File: src/rtl/execute_cc_if.sv
// Handshake and result bus between the decode side and the Y86 execute stage.
// The master drives instructions and consumes results; the slave is the stage.
interface execute_cc_if #(
    parameter int WIDTH = 64
);
    logic             in_valid;
    logic             in_ready;
    logic [3:0]       icode;
    logic [3:0]       ifun;
    logic [WIDTH-1:0] val_a;
    logic [WIDTH-1:0] val_b;
    logic             out_valid;
    logic             out_ready;
    logic [WIDTH-1:0] val_e;
    logic             cnd;
    logic             zf;
    logic             sf;
    logic             of;

    modport master (
        output in_valid, icode, ifun, val_a, val_b, out_ready,
        input  in_ready, out_valid, val_e, cnd, zf, sf, of
    );

    modport slave (
        input  in_valid, icode, ifun, val_a, val_b, out_ready,
        output in_ready, out_valid, val_e, cnd, zf, sf, of
    );
endinterface

File: src/rtl/execute_cc_stage.sv
// Y86 execute stage: ALU, condition-code register and branch/cmov condition
// evaluation, with a single registered output slot under valid/ready flow control.
module execute_cc_stage #(
    parameter int WIDTH = 64
) (
    input logic         clk,
    input logic         rst,
    execute_cc_if.slave bus
);
    localparam int MSB = WIDTH - 1;

    localparam logic [3:0] I_CMOVXX = 4'h2;
    localparam logic [3:0] I_IRMOVQ = 4'h3;
    localparam logic [3:0] I_RMMOVQ = 4'h4;
    localparam logic [3:0] I_MRMOVQ = 4'h5;
    localparam logic [3:0] I_OPQ    = 4'h6;
    localparam logic [3:0] I_JXX    = 4'h7;

    localparam logic [3:0] F_ADD = 4'h0;
    localparam logic [3:0] F_SUB = 4'h1;
    localparam logic [3:0] F_AND = 4'h2;
    localparam logic [3:0] F_XOR = 4'h3;

    logic             accept;
    logic             cond_true;
    logic [WIDTH-1:0] alu_res;
    logic             nxt_cnd;
    logic             nxt_of;
    logic             cc_we;

    // The output slot frees up either when empty or when drained this edge.
    assign bus.in_ready = ~bus.out_valid | bus.out_ready;
    assign accept       = bus.in_valid & bus.in_ready;

    // Condition evaluated against the CC register as it stands before this edge.
    always_comb begin
        case (bus.ifun)
            4'h0:    cond_true = 1'b1;
            4'h1:    cond_true = (bus.sf ^ bus.of) | bus.zf;
            4'h2:    cond_true = bus.sf ^ bus.of;
            4'h3:    cond_true = bus.zf;
            4'h4:    cond_true = ~bus.zf;
            4'h5:    cond_true = ~(bus.sf ^ bus.of);
            4'h6:    cond_true = ~(bus.sf ^ bus.of) & ~bus.zf;
            default: cond_true = 1'b0;
        endcase
    end

    always_comb begin
        // NOTE: defaults first so every path assigns every output and no latch is inferred.
        alu_res = '0;
        nxt_cnd = 1'b0;
        nxt_of  = 1'b0;
        cc_we   = 1'b0;
        case (bus.icode)
            I_OPQ: begin
                case (bus.ifun)
                    F_ADD: begin
                        alu_res = bus.val_b + bus.val_a;
                        nxt_of  = (bus.val_a[MSB] == bus.val_b[MSB]) &&
                                  (alu_res[MSB] != bus.val_b[MSB]);
                        cc_we   = 1'b1;
                    end
                    F_SUB: begin
                        alu_res = bus.val_b - bus.val_a;
                        nxt_of  = (bus.val_a[MSB] != bus.val_b[MSB]) &&
                                  (alu_res[MSB] != bus.val_b[MSB]);
                        cc_we   = 1'b1;
                    end
                    F_AND: begin
                        alu_res = bus.val_b & bus.val_a;
                        cc_we   = 1'b1;
                    end
                    F_XOR: begin
                        alu_res = bus.val_b ^ bus.val_a;
                        cc_we   = 1'b1;
                    end
                    default: ;
                endcase
            end
            I_CMOVXX: begin
                alu_res = bus.val_a;
                nxt_cnd = cond_true;
            end
            I_JXX: nxt_cnd = cond_true;
            I_IRMOVQ, I_RMMOVQ, I_MRMOVQ: alu_res = bus.val_b + bus.val_a;
            default: ;
        endcase
    end

    always_ff @(posedge clk or posedge rst) begin
        if (rst) begin
            bus.out_valid <= 1'b0;
            bus.val_e     <= '0;
            bus.cnd       <= 1'b0;
            bus.zf        <= 1'b1;
            bus.sf        <= 1'b0;
            bus.of        <= 1'b0;
        end else if (accept) begin
            // NOTE: non-blocking so CC reads above see pre-edge values while all state updates together.
            bus.out_valid <= 1'b1;
            bus.val_e     <= alu_res;
            bus.cnd       <= nxt_cnd;
            if (cc_we) begin
                bus.zf <= (alu_res == '0);
                bus.sf <= alu_res[MSB];
                bus.of <= nxt_of;
            end
        end else if (bus.out_ready) begin
            bus.out_valid <= 1'b0;
        end
    end
endmodule
File: src/flat_wrapper.sv
// flat-port wrapper written by rule: the top's interface ports become plain ports
module execute_cc_stage_flat 
#(
    parameter int WIDTH = 64
)
  (clk, rst, bus_in_valid, bus_icode, bus_ifun, bus_val_a, bus_val_b, bus_out_ready, bus_in_ready, bus_out_valid, bus_val_e, bus_cnd, bus_zf, bus_sf, bus_of);
  execute_cc_if #(.WIDTH(WIDTH)) bus_i ();
  input logic clk;
  input logic rst;
  input wire logic [$bits(bus_i.in_valid)-1:0] bus_in_valid;
  input wire logic [$bits(bus_i.icode)-1:0] bus_icode;
  input wire logic [$bits(bus_i.ifun)-1:0] bus_ifun;
  input wire logic [$bits(bus_i.val_a)-1:0] bus_val_a;
  input wire logic [$bits(bus_i.val_b)-1:0] bus_val_b;
  input wire logic [$bits(bus_i.out_ready)-1:0] bus_out_ready;
  output wire logic [$bits(bus_i.in_ready)-1:0] bus_in_ready;
  output wire logic [$bits(bus_i.out_valid)-1:0] bus_out_valid;
  output wire logic [$bits(bus_i.val_e)-1:0] bus_val_e;
  output wire logic [$bits(bus_i.cnd)-1:0] bus_cnd;
  output wire logic [$bits(bus_i.zf)-1:0] bus_zf;
  output wire logic [$bits(bus_i.sf)-1:0] bus_sf;
  output wire logic [$bits(bus_i.of)-1:0] bus_of;
  assign bus_i.in_valid = bus_in_valid;
  assign bus_i.icode = bus_icode;
  assign bus_i.ifun = bus_ifun;
  assign bus_i.val_a = bus_val_a;
  assign bus_i.val_b = bus_val_b;
  assign bus_i.out_ready = bus_out_ready;
  assign bus_in_ready = bus_i.in_ready;
  assign bus_out_valid = bus_i.out_valid;
  assign bus_val_e = bus_i.val_e;
  assign bus_cnd = bus_i.cnd;
  assign bus_zf = bus_i.zf;
  assign bus_sf = bus_i.sf;
  assign bus_of = bus_i.of;
  execute_cc_stage #(.WIDTH(WIDTH)) u_core (.clk(clk), .rst(rst), .bus(bus_i));
endmodule
File: config.mk
export PLATFORM = sky130hd
export DESIGN_NAME = execute_cc_stage_flat
export DESIGN_NICKNAME = d
export VERILOG_FILES = /design/src/rtl/execute_cc_if.sv /design/src/rtl/execute_cc_stage.sv /design/src/flat_wrapper.sv
export SDC_FILE = /design/constraint.sdc
export NUM_CORES = 1
export LEC_CHECK = 0
export ABC_AREA = 1
export BUFFER_PORTS_ARGS = -buffer_cell sky130_fd_sc_hd__buf_4
export CAP_MARGIN = 20
export CELL_PAD_IN_SITES_DETAIL_PLACEMENT = 1
export CELL_PAD_IN_SITES_GLOBAL_PLACEMENT = 2
export CORE_MARGIN = 4
export CORE_UTILIZATION = 31
export CTS_CLUSTER_SIZE = 24
export DETAILED_ROUTE_END_ITERATION = 12
export PLACE_DENSITY_LB_ADDON = 0.05
export SLEW_MARGIN = 20
export SYNTH_ARGS = -nofsm -noshare
export SYNTH_HDL_FRONTEND = slang
export SYNTH_SLANG_ARGS = --single-unit
File: constraint.sdc
create_clock -name clk -period 3.3 [get_ports clk]
set_clock_uncertainty 0.15 [all_clocks]
set_input_delay 0.66 -clock clk [delete_from_list [all_inputs] [get_ports clk]]
set_output_delay 0.66 -clock clk [all_outputs]
set_load 0.01 [all_outputs]
==> results of run 1 <==
==> logic make-up (layout without fill, tap and decap cells) <==
| logic type | count (synthesis) | in the layout | synth area share (%) |
|---|---|---|---|
| flip-flops | 69 | 69 | 9.49 |
| AND/OR/NAND/NOR | 1951 | 1951 | 48.7 |
| buffers and inverters | 798 | 1832 | 18.5 |
| adder cells (fa/ha/maj) | 130 | 130 | 9.01 |
| AO/OA/AOI/OAI | 447 | 447 | 14.0 |
| XOR/XNOR | 5 | 5 | 0.240 |
==> stage by stage <==
stage | instance area [µm²] | setup TNS [ns] | worst slack [ns] | utilization, %
after floorplan | 18200 | 0 | 0.329 | -
after global placement | 26700 | -14.66 | -0.962 | 46.2
after detailed placement | 26700 | -19.05 | -1.07 | 46.2
after CTS | 28200 | -0.155 | -0.155 | 48.7
after global routing | 29900 | -0.676 | -0.261 | 51.7
final | 29900 | -0.284 | -0.164 | 51.7
==> timing repair <==
item | 4_1_cts | 5_1_grt
pin swaps | 56 | 138
setup endpoints to repair | 24 | 27
setup buffers | 22 | 46
gates resized for setup | 250 | 345
==> routing by layer <==
metal	global-route usage (%)	part of all wire, %
met1	52.2	43
met2	58.1	43
met3	6.80	9.2
met4	13.7	4.4
met5	0	0
==> cells in the final DEF, fill, tap and decap left out, types with 14 or more instances in the layout <==
cell,instances
nor3_2,14
ha_1,70
nand3_2,35
buf_4,1089
a21oi_4,19
buf_6,19
o21ai_1,44
nor2_1,176
buf_12,26
o22ai_1,53
a21oi_2,65
nand2_2,168
dfrtp_1,68
o21ai_0,128
nand2_1,916
inv_2,96
nand4_1,28
nand2_4,46
ha_4,50
nand3b_1,35
nor2_4,68
inv_1,567
nor2_2,101
a31oi_1,22
a21oi_1,83
nand3_1,325
nand3_4,18
o21bai_1,16
==> final timing paths <==
check                                     start                    to  slack [ns]  cells after the start
max reg2reg                u_core.bus.out_valid         u_core.bus.zf        0.79                     19
min                                         rst  u_core.bus.val_e[59]        0.28                      2
min reg2reg                 u_core.bus.val_e[9]   u_core.bus.val_e[9]        0.34                      2
max in group asynchronous                   rst         u_core.bus.zf        1.96                      3
max                               bus_val_a[32]         u_core.bus.zf       -0.16                     21
min in group clk            u_core.bus.val_e[9]   u_core.bus.val_e[9]        0.34                      2
==> registers in the layout (all words and copies together), names as in the netlist <==
signal	count
u_core.bus.of	1
u_core.bus.cnd	1
u_core.bus.sf	1
u_core.bus.val_e	64
u_core.bus.out_valid	1
u_core.bus.zf	1
==> cell usage after synthesis (2+ instances only) <==
cell and count:
a211oi_1 2, a21oi_1 137, a21oi_2 25, a21oi_4 5, a31oi_1 22, and2_1 4, buf_1 7, buf_2 29
buf_4 26, buf_6 31, clkbuf_1 24, clkinv_1 7, dfrtp_1 68, fa_1 2, ha_1 128, inv_1 601
inv_2 68, inv_4 4, nand2_1 1044, nand2_2 81, nand2_4 6, nand3_1 361, nand3_2 17, nand3b_1 35
nand4_1 28, nor2_1 248, nor2_2 65, nor2_4 32, nor2_8 2, nor3_1 16, nor3_2 7, nor4_1 2
o21ai_0 148, o21ai_1 34, o21bai_1 16, o22ai_1 53, xnor2_1 2, xor2_1 3
==> cell type report <==
class,instances,area (µm²),area share (%)
clock buffers,9,225,0.753
clock inverters,7,82.6,0.276
inverters,680,2580,8.62
multi-input cells,2533,15400,51.5
flip-flops and latches,69,1730,5.78
well taps,765,957,3.20
repair buffers,1136,8940,29.9
==> power by group through the flow <==
stage	Sequential, µW	Clock [µW]	Combinational, µW
2_1_floorplan	1070	0	2140
3_3_place_gp	1060	0	4640
3_5_place_dp	1060	0	4760
4_1_cts	1050	1090	5020
5_1_grt	1060	1130	5830
6_report	1050	1080	5520
==> impl_metrics.py, run 1 <==
metrics = {
    "status": {
        "run_status": "finished, violations left",
        "failed_checks": "negative setup slack",
    },
    "yosys": {
        "netlist_instances": 3400,
        "synth_area_leader_cell": "nand2_1",
        "ys_ff_latch": 69,
        "synthesis.area_per_instance_um2": 5.36,
        "synth.top_cell.area_share_pct": 21.5,
        "async_reset_ff_share_pct": 100,
        "yosysSeqAreaShare_pct": 9.49,
        "synth_ff_type": "dfrtp_1",
        "postSynthNetCount": 3670,
        "post_synth_main_area_contributors": "nand2_1 22%, inv_1 12%, nand3_1 9.9%",
        "post_synth_num_cell_types": 48,
        "yosysWarnings": 0,
        "synth_edf_count": 0,
        "netlist_area_um2": 18200,
    },
    "floorplanning": {
        "io_pins": 210,
        "fp.dieW_um": 250,
        "rows": 88,
        "initial_core_util_pct": 31.5,
        "die_area_um2": 62700,
        "core_um2": 57900,
        "floorplan.die.height_um": 250,
    },
    "critical_path": {
        "critical_path.endpoint_type": "register",
        "cp_num_buf_inv": 2,
        "timing.critical_path.slowest_stage_cell": "nor2_1",
        "path_type_of_the_worst_setup_path": "input pin to register",
        "critPathArrivalTime_ns": 3.62,
        "critical_path.startpoint_type": "input pin",
        "critPathTopFamily": "simple AND/OR/NAND/NOR gates",
        "cpMostUsedCell": "nand2_1",
        "cp_max_fo": 4,
        "required_ns": 3.45,
        "timing.critical_path.cells": "buf_4 -> inv_1 -> ha_4 -> nand2_1 -> nor2_1 -> nand2_1 -> nor2_1 -> nand2_1 -> nand2_1 -> nand2_1 -> nand2_1 -> nand2_1 -> nand3_1 -> nand3_1 -> nand2_1 -> nand2_1 -> nor2_1 -> nand3_2 -> nor2_2 -> nand3_1 -> nand2_1",
        "critPathMaxStageDelay_ns": 0.31,
    },
    "pwr": {
        "power_frac_seq_pct": 13.7,
        "swShare_pct": 49.8,
        "power_internal_uw": 3840,
        "irDropWorstVdd_uv": 431,
        "p_clk_share_pct": 14.1,
        "combinationalPowerShare_pct": 72.2,
        "switching_power_of_the_nets_uw": 3810,
        "power.static_leakage_uw": 0.0160,
        "post-layout-total-power_uw": 7650,
        "power_density_nw_per_um2": 256,
    },
    "clocking": {
        "clock_sink_count": 69,
        "tritoncts": "done",
        "clock-root-buffer": "clkbuf_16",
        "holdBufCountCts": 0,
        "cts_buffer_depth": 2,
        "cts.clk_slew.worst_paths_ns": 0.07,
        "worst_skew_pair.late_latency_ns": 0.36,
        "cts_inserted_buffers": 9,
        "h-tree-depth": 3,
    },
    "drt": {
        "route.detailed.wl_per_inst_um": 24.3,
        "drtPass1Iterations": 5,
        "postRouteAntennaNets": 0,
        "via_density_per_instance": 5.30,
        "drc": 0,
        "routed-via-count": 27600,
        "number_of_design_rule_violations_left_by_the_first_detailed_router_iteration": 2195,
        "finalWirelength_mm": 126,
    },
    "timing": {
        "fmax_ghz": 0.289,
        "worst_max_slew_margin_expressed_relative_to_the_limit_pct": 41.7,
        "timing.final.max_slew_violations": 0,
        "post-route-worst-setup-slack_ns": -0.164,
        "finalCriticalPeriod_ns": 3.46,
        "setup_viol": 2,
        "timing_worst_slew_pin_value_ns": 0.874,
        "grt_setup_unrepaired": "true",
        "timing_hold_violations_final": 0,
        "fin_crit_sh_pct": 105,
        "holdWs_ns": 0.279,
    },
    "placed_design": {
        "buffer_ports.inserted": 209,
        "dp.final_hpwl_mm": 105,
        "placed_cells": 5116,
        "finalWeightedCongestion": 1.05,
    },
    "final_layout": {
        "flow.area_growth_from_synthesis_pct": 64.2,
        "drive_gt1_share_pct": 42.3,
        "layout.cells.non_filler": 5199,
        "final_nets": 4699,
        "filler_cells": 7973,
        "antenna_cells": 0,
    },
    "global_routing": {
        "global_route_wire_length_before_repair_mm": 177,
        "grt_antenna_before_repair": 3,
        "total_routing_usage_gr_pct": 37.5,
        "grt_max_degree": 85,
        "globalRouteOverflowTotal": 0,
        "vias_in_the_first_global_route": 28000,
    },
    "job": {
        "maxcap_viol_count": 0,
    },
    "worst_hold_path": {
        "hold_class": "input pin to asynchronous set/reset pin",
    },
}
No activity file was read; power rests on OpenSTA's default activity.
==> run 2: changes to the inputs <==
--- a/config.mk
+++ b/config.mk
@@ -15,6 +15,7 @@
 export CTS_CLUSTER_SIZE = 24
 export DETAILED_ROUTE_END_ITERATION = 12
 export PLACE_DENSITY_LB_ADDON = 0.05
+export RECOVER_POWER = 50
 export SLEW_MARGIN = 20
 export SYNTH_ARGS = -nofsm -noshare
 export SYNTH_HDL_FRONTEND = slang
==> run 2 against run 1 <==
Against the previous run:
- the flow finishes with violations (max-capacitance violations, max-slew violations, negative setup slack)
- clock-buffer cell count unchanged
- sequential cell count stayed put
- non-clock buffer count did not move
- sequential power barely moved
- die area did not move
- final cell count unchanged
- critical path depth stayed put
- cell area down 0.46%
- first-iteration DRC count up 1.8%
- power fell by 0.50%
- via count about the same
- clock power is essentially flat
- critical path type unchanged
==> impl_metrics.py, run 2 (synthesized netlist as in run 1, its figures left out) <==
metrics = {
    "status": {
        "run_status": "finished, violations left",
        "failed_checks": "max-capacitance violations, max-slew violations, negative setup slack",
    },
    "timing": {
        "grt_setup_unrepaired": "true",
        "setup_viol": 2,
        "fin_crit_sh_pct": 105,
        "setup_tns_ns": -0.247,
        "post-route-worst-setup-slack_ns": -0.150,
        "timing_hold_violations_final": 0,
        "fmax_ghz": 0.290,
        "finalCriticalPeriod_ns": 3.45,
        "timing_worst_slew_pin_value_ns": 2.18,
        "worst_max_slew_margin_expressed_relative_to_the_limit_pct": -46.4,
        "timing.final.max_slew_violations": 47,
    },
    "critical_path": {
        "critPathArrivalTime_ns": 3.60,
        "cpMostUsedCell": "nand2_1",
        "critical_path.startpoint_type": "input pin",
        "cp_max_fo": 4,
        "cp_num_buf_inv": 2,
        "critical_path.endpoint_type": "register",
        "setup.worst_path.start": "bus_val_a[32]",
        "critPathMaxStageDelay_ns": 0.31,
        "timing.critical_path.cells": "buf_4 -> inv_1 -> ha_4 -> nand2_1 -> nor2_1 -> nand2_1 -> nor2_1 -> nand2_1 -> nand2_1 -> nand2_1 -> nand2_1 -> nand2_1 -> nand3_1 -> nand3_1 -> nand2_1 -> nand2_1 -> nor2_1 -> nand3_2 -> nor2_2 -> nand3_1 -> nand2_1",
        "critPathTopFamily": "simple AND/OR/NAND/NOR gates",
        "timing.critical_path.slowest_stage_cell": "nor2_1",
        "path_type_of_the_worst_setup_path": "input pin to register",
        "required_ns": 3.45,
        "regToRegStartpoint": "u_core.bus.out_valid",
    },
    "drt": {
        "number_of_design_rule_violations_left_by_the_first_detailed_router_iteration": 2234,
        "routed-via-count": 27600,
        "finalWirelength_mm": 126,
        "route.detailed.wl_per_inst_um": 24.3,
        "drtPass1Iterations": 5,
        "via_density_per_instance": 5.30,
        "drc": 0,
        "postRouteAntennaNets": 0,
    },
    "final_layout": {
        "final_util_pct": 51.4,
        "flow.area_growth_from_synthesis_pct": 63.5,
        "drive_gt1_share_pct": 41.6,
        "multi_input_area_um2": 15400,
        "largest-register": "u_core.bus.val_e",
        "final_nets": 4699,
        "largest_register_ff_count": 64,
        "antenna_cells": 0,
        "layout.cells.most_common": "buf_4",
        "layout.cells.most_common_list": "1,055 x buf_4, 916 x nand2_1, 567 x inv_1, 325 x nand3_1, 176 x nor2_1",
        "filler_cells": 7980,
        "seqCellArea_um2": 1730,
    },
    "clocking": {
        "cts_inserted_buffers": 9,
        "h-tree-depth": 3,
        "worst_skew_pair.late_latency_ns": 0.37,
        "holdBufCountCts": 0,
        "cts_buffer_depth": 2,
        "clock_sink_count": 69,
        "tritoncts": "done",
        "cts.clk_slew.worst_paths_ns": 0.06,
        "clock-root-buffer": "clkbuf_16",
    },
    "floorplanning": {
        "core_um2": 57900,
        "io_pins": 210,
        "rows": 88,
        "fp.dieW_um": 250,
        "initial_core_util_pct": 31.5,
        "die_area_um2": 62700,
        "floorplan.die.height_um": 250,
    },
    "global_routing": {
        "globalRouteOverflowTotal": 0,
        "vias_in_the_first_global_route": 28000,
        "total_routing_usage_gr_pct": 37.5,
        "grt_antenna_before_repair": 3,
        "grt_max_degree": 85,
        "global_route_wire_length_before_repair_mm": 177,
    },
    "pwr": {
        "irDropWorstVdd_uv": 430,
        "power.static_leakage_uw": 0.0158,
        "power_density_nw_per_um2": 256,
    },
    "worst_hold_path": {
        "hold_class": "register to register",
        "holdCritStartpoint": "u_core.bus.val_e[1]",
    },
    "job": {
        "maxcap_viol_count": 1,
    },
    "placed_design": {
        "dp.final_hpwl_mm": 105,
        "buffer_ports.inserted": 209,
        "finalWeightedCongestion": 1.05,
    },
}
==> run 2: cell count changes in the layout (fill, tap and decap cells not counted) <==
cell	delta
buf_12	-1
buf_4	-34
clkbuf_1	+33
clkbuf_2	+1
clkbuf_4	+1
clkinv_2	-1
clkinvlp_2	+1
==> run 2: tightest hold or removal path, cell delays in order, from the launching register on <==
cell and delay [ns]:
dfrtp_1 0.34, nand2_1 0.05, o21ai_0 0.06
==> run 2: timing repair <==
| action | in CTS | in global routing |
|---|---|---|
| resized for setup | 250 | 345 |
| pin swaps | 56 | 138 |
| gates cloned | 0 | 0 |
| buffers inserted | 22 | 46 |
| endpoints found under the setup margin | 24 | 27 |
==> run 2: area by class of cell <==
class,count,area share (%)
Clock buffer,9,0.756
Clock inverter,7,0.277
Tap cell,765,3.21
Inverter,680,8.66
Multi-Input combinational cell,2533,51.7
Sequential cell,69,5.80
Timing Repair Buffer,1136,29.6
==> run 2: metal layers <==
| metal | vias up | share of wire [%] | global-route usage [%] | wire length [µm] |
|---|---|---|---|---|
| li1 | 12700 | - | - | - |
| met1 | 13500 | 44 | 52.2 | 55100 |
| met2 | 1191 | 43 | 58.1 | 54300 |
| met3 | 241 | 9.1 | 6.80 | 11500 |
| met4 | 0 | 4.4 | 13.7 | 5530 |
| met5 | - | 0 | 0 | 0 |
==> run 2: path summary, 6_finish.rpt <==
path                                         to  slack, ns  cells past startpoint
min in group asynchronous  u_core.bus.val_e[59]       0.71                      2
max in group asynchronous  u_core.bus.val_e[36]       0.63                      3
max                               u_core.bus.zf      -0.15                     21
min reg2reg                 u_core.bus.val_e[1]       0.34                      2
max reg2reg                       u_core.bus.zf       0.78                     19
min                         u_core.bus.val_e[1]       0.34                      2
==> run 2: stage by stage <==
| step | worst slack, ns | cells | area, µm² | hold WS, ns | power (µW) |
|---|---|---|---|---|---|
| floorplan | 0.329 | 3400 | 18200 | 0.341 | 3210 |
| global placement | -0.962 | 5116 | 26700 | 0.317 | 5690 |
| detailed placement | -1.07 | 5116 | 26700 | 0.327 | 5820 |
| CTS | -0.155 | 5154 | 28200 | 0.304 | 7160 |
| global route | -0.261 | 5199 | 29800 | 0.367 | 7980 |
| finish | -0.150 | 5199 | 29800 | 0.339 | 7620 |
==> run 2: power breakdown <==
part           switching [µW]  total, µW  internal (µW)  leakage [µW]
combinational            3240       5490           2250        0.0148
clock                     482       1080            598      0.000145
sequential               97.4       1050            952      0.000891
total                    3820       7620           3800        0.0158
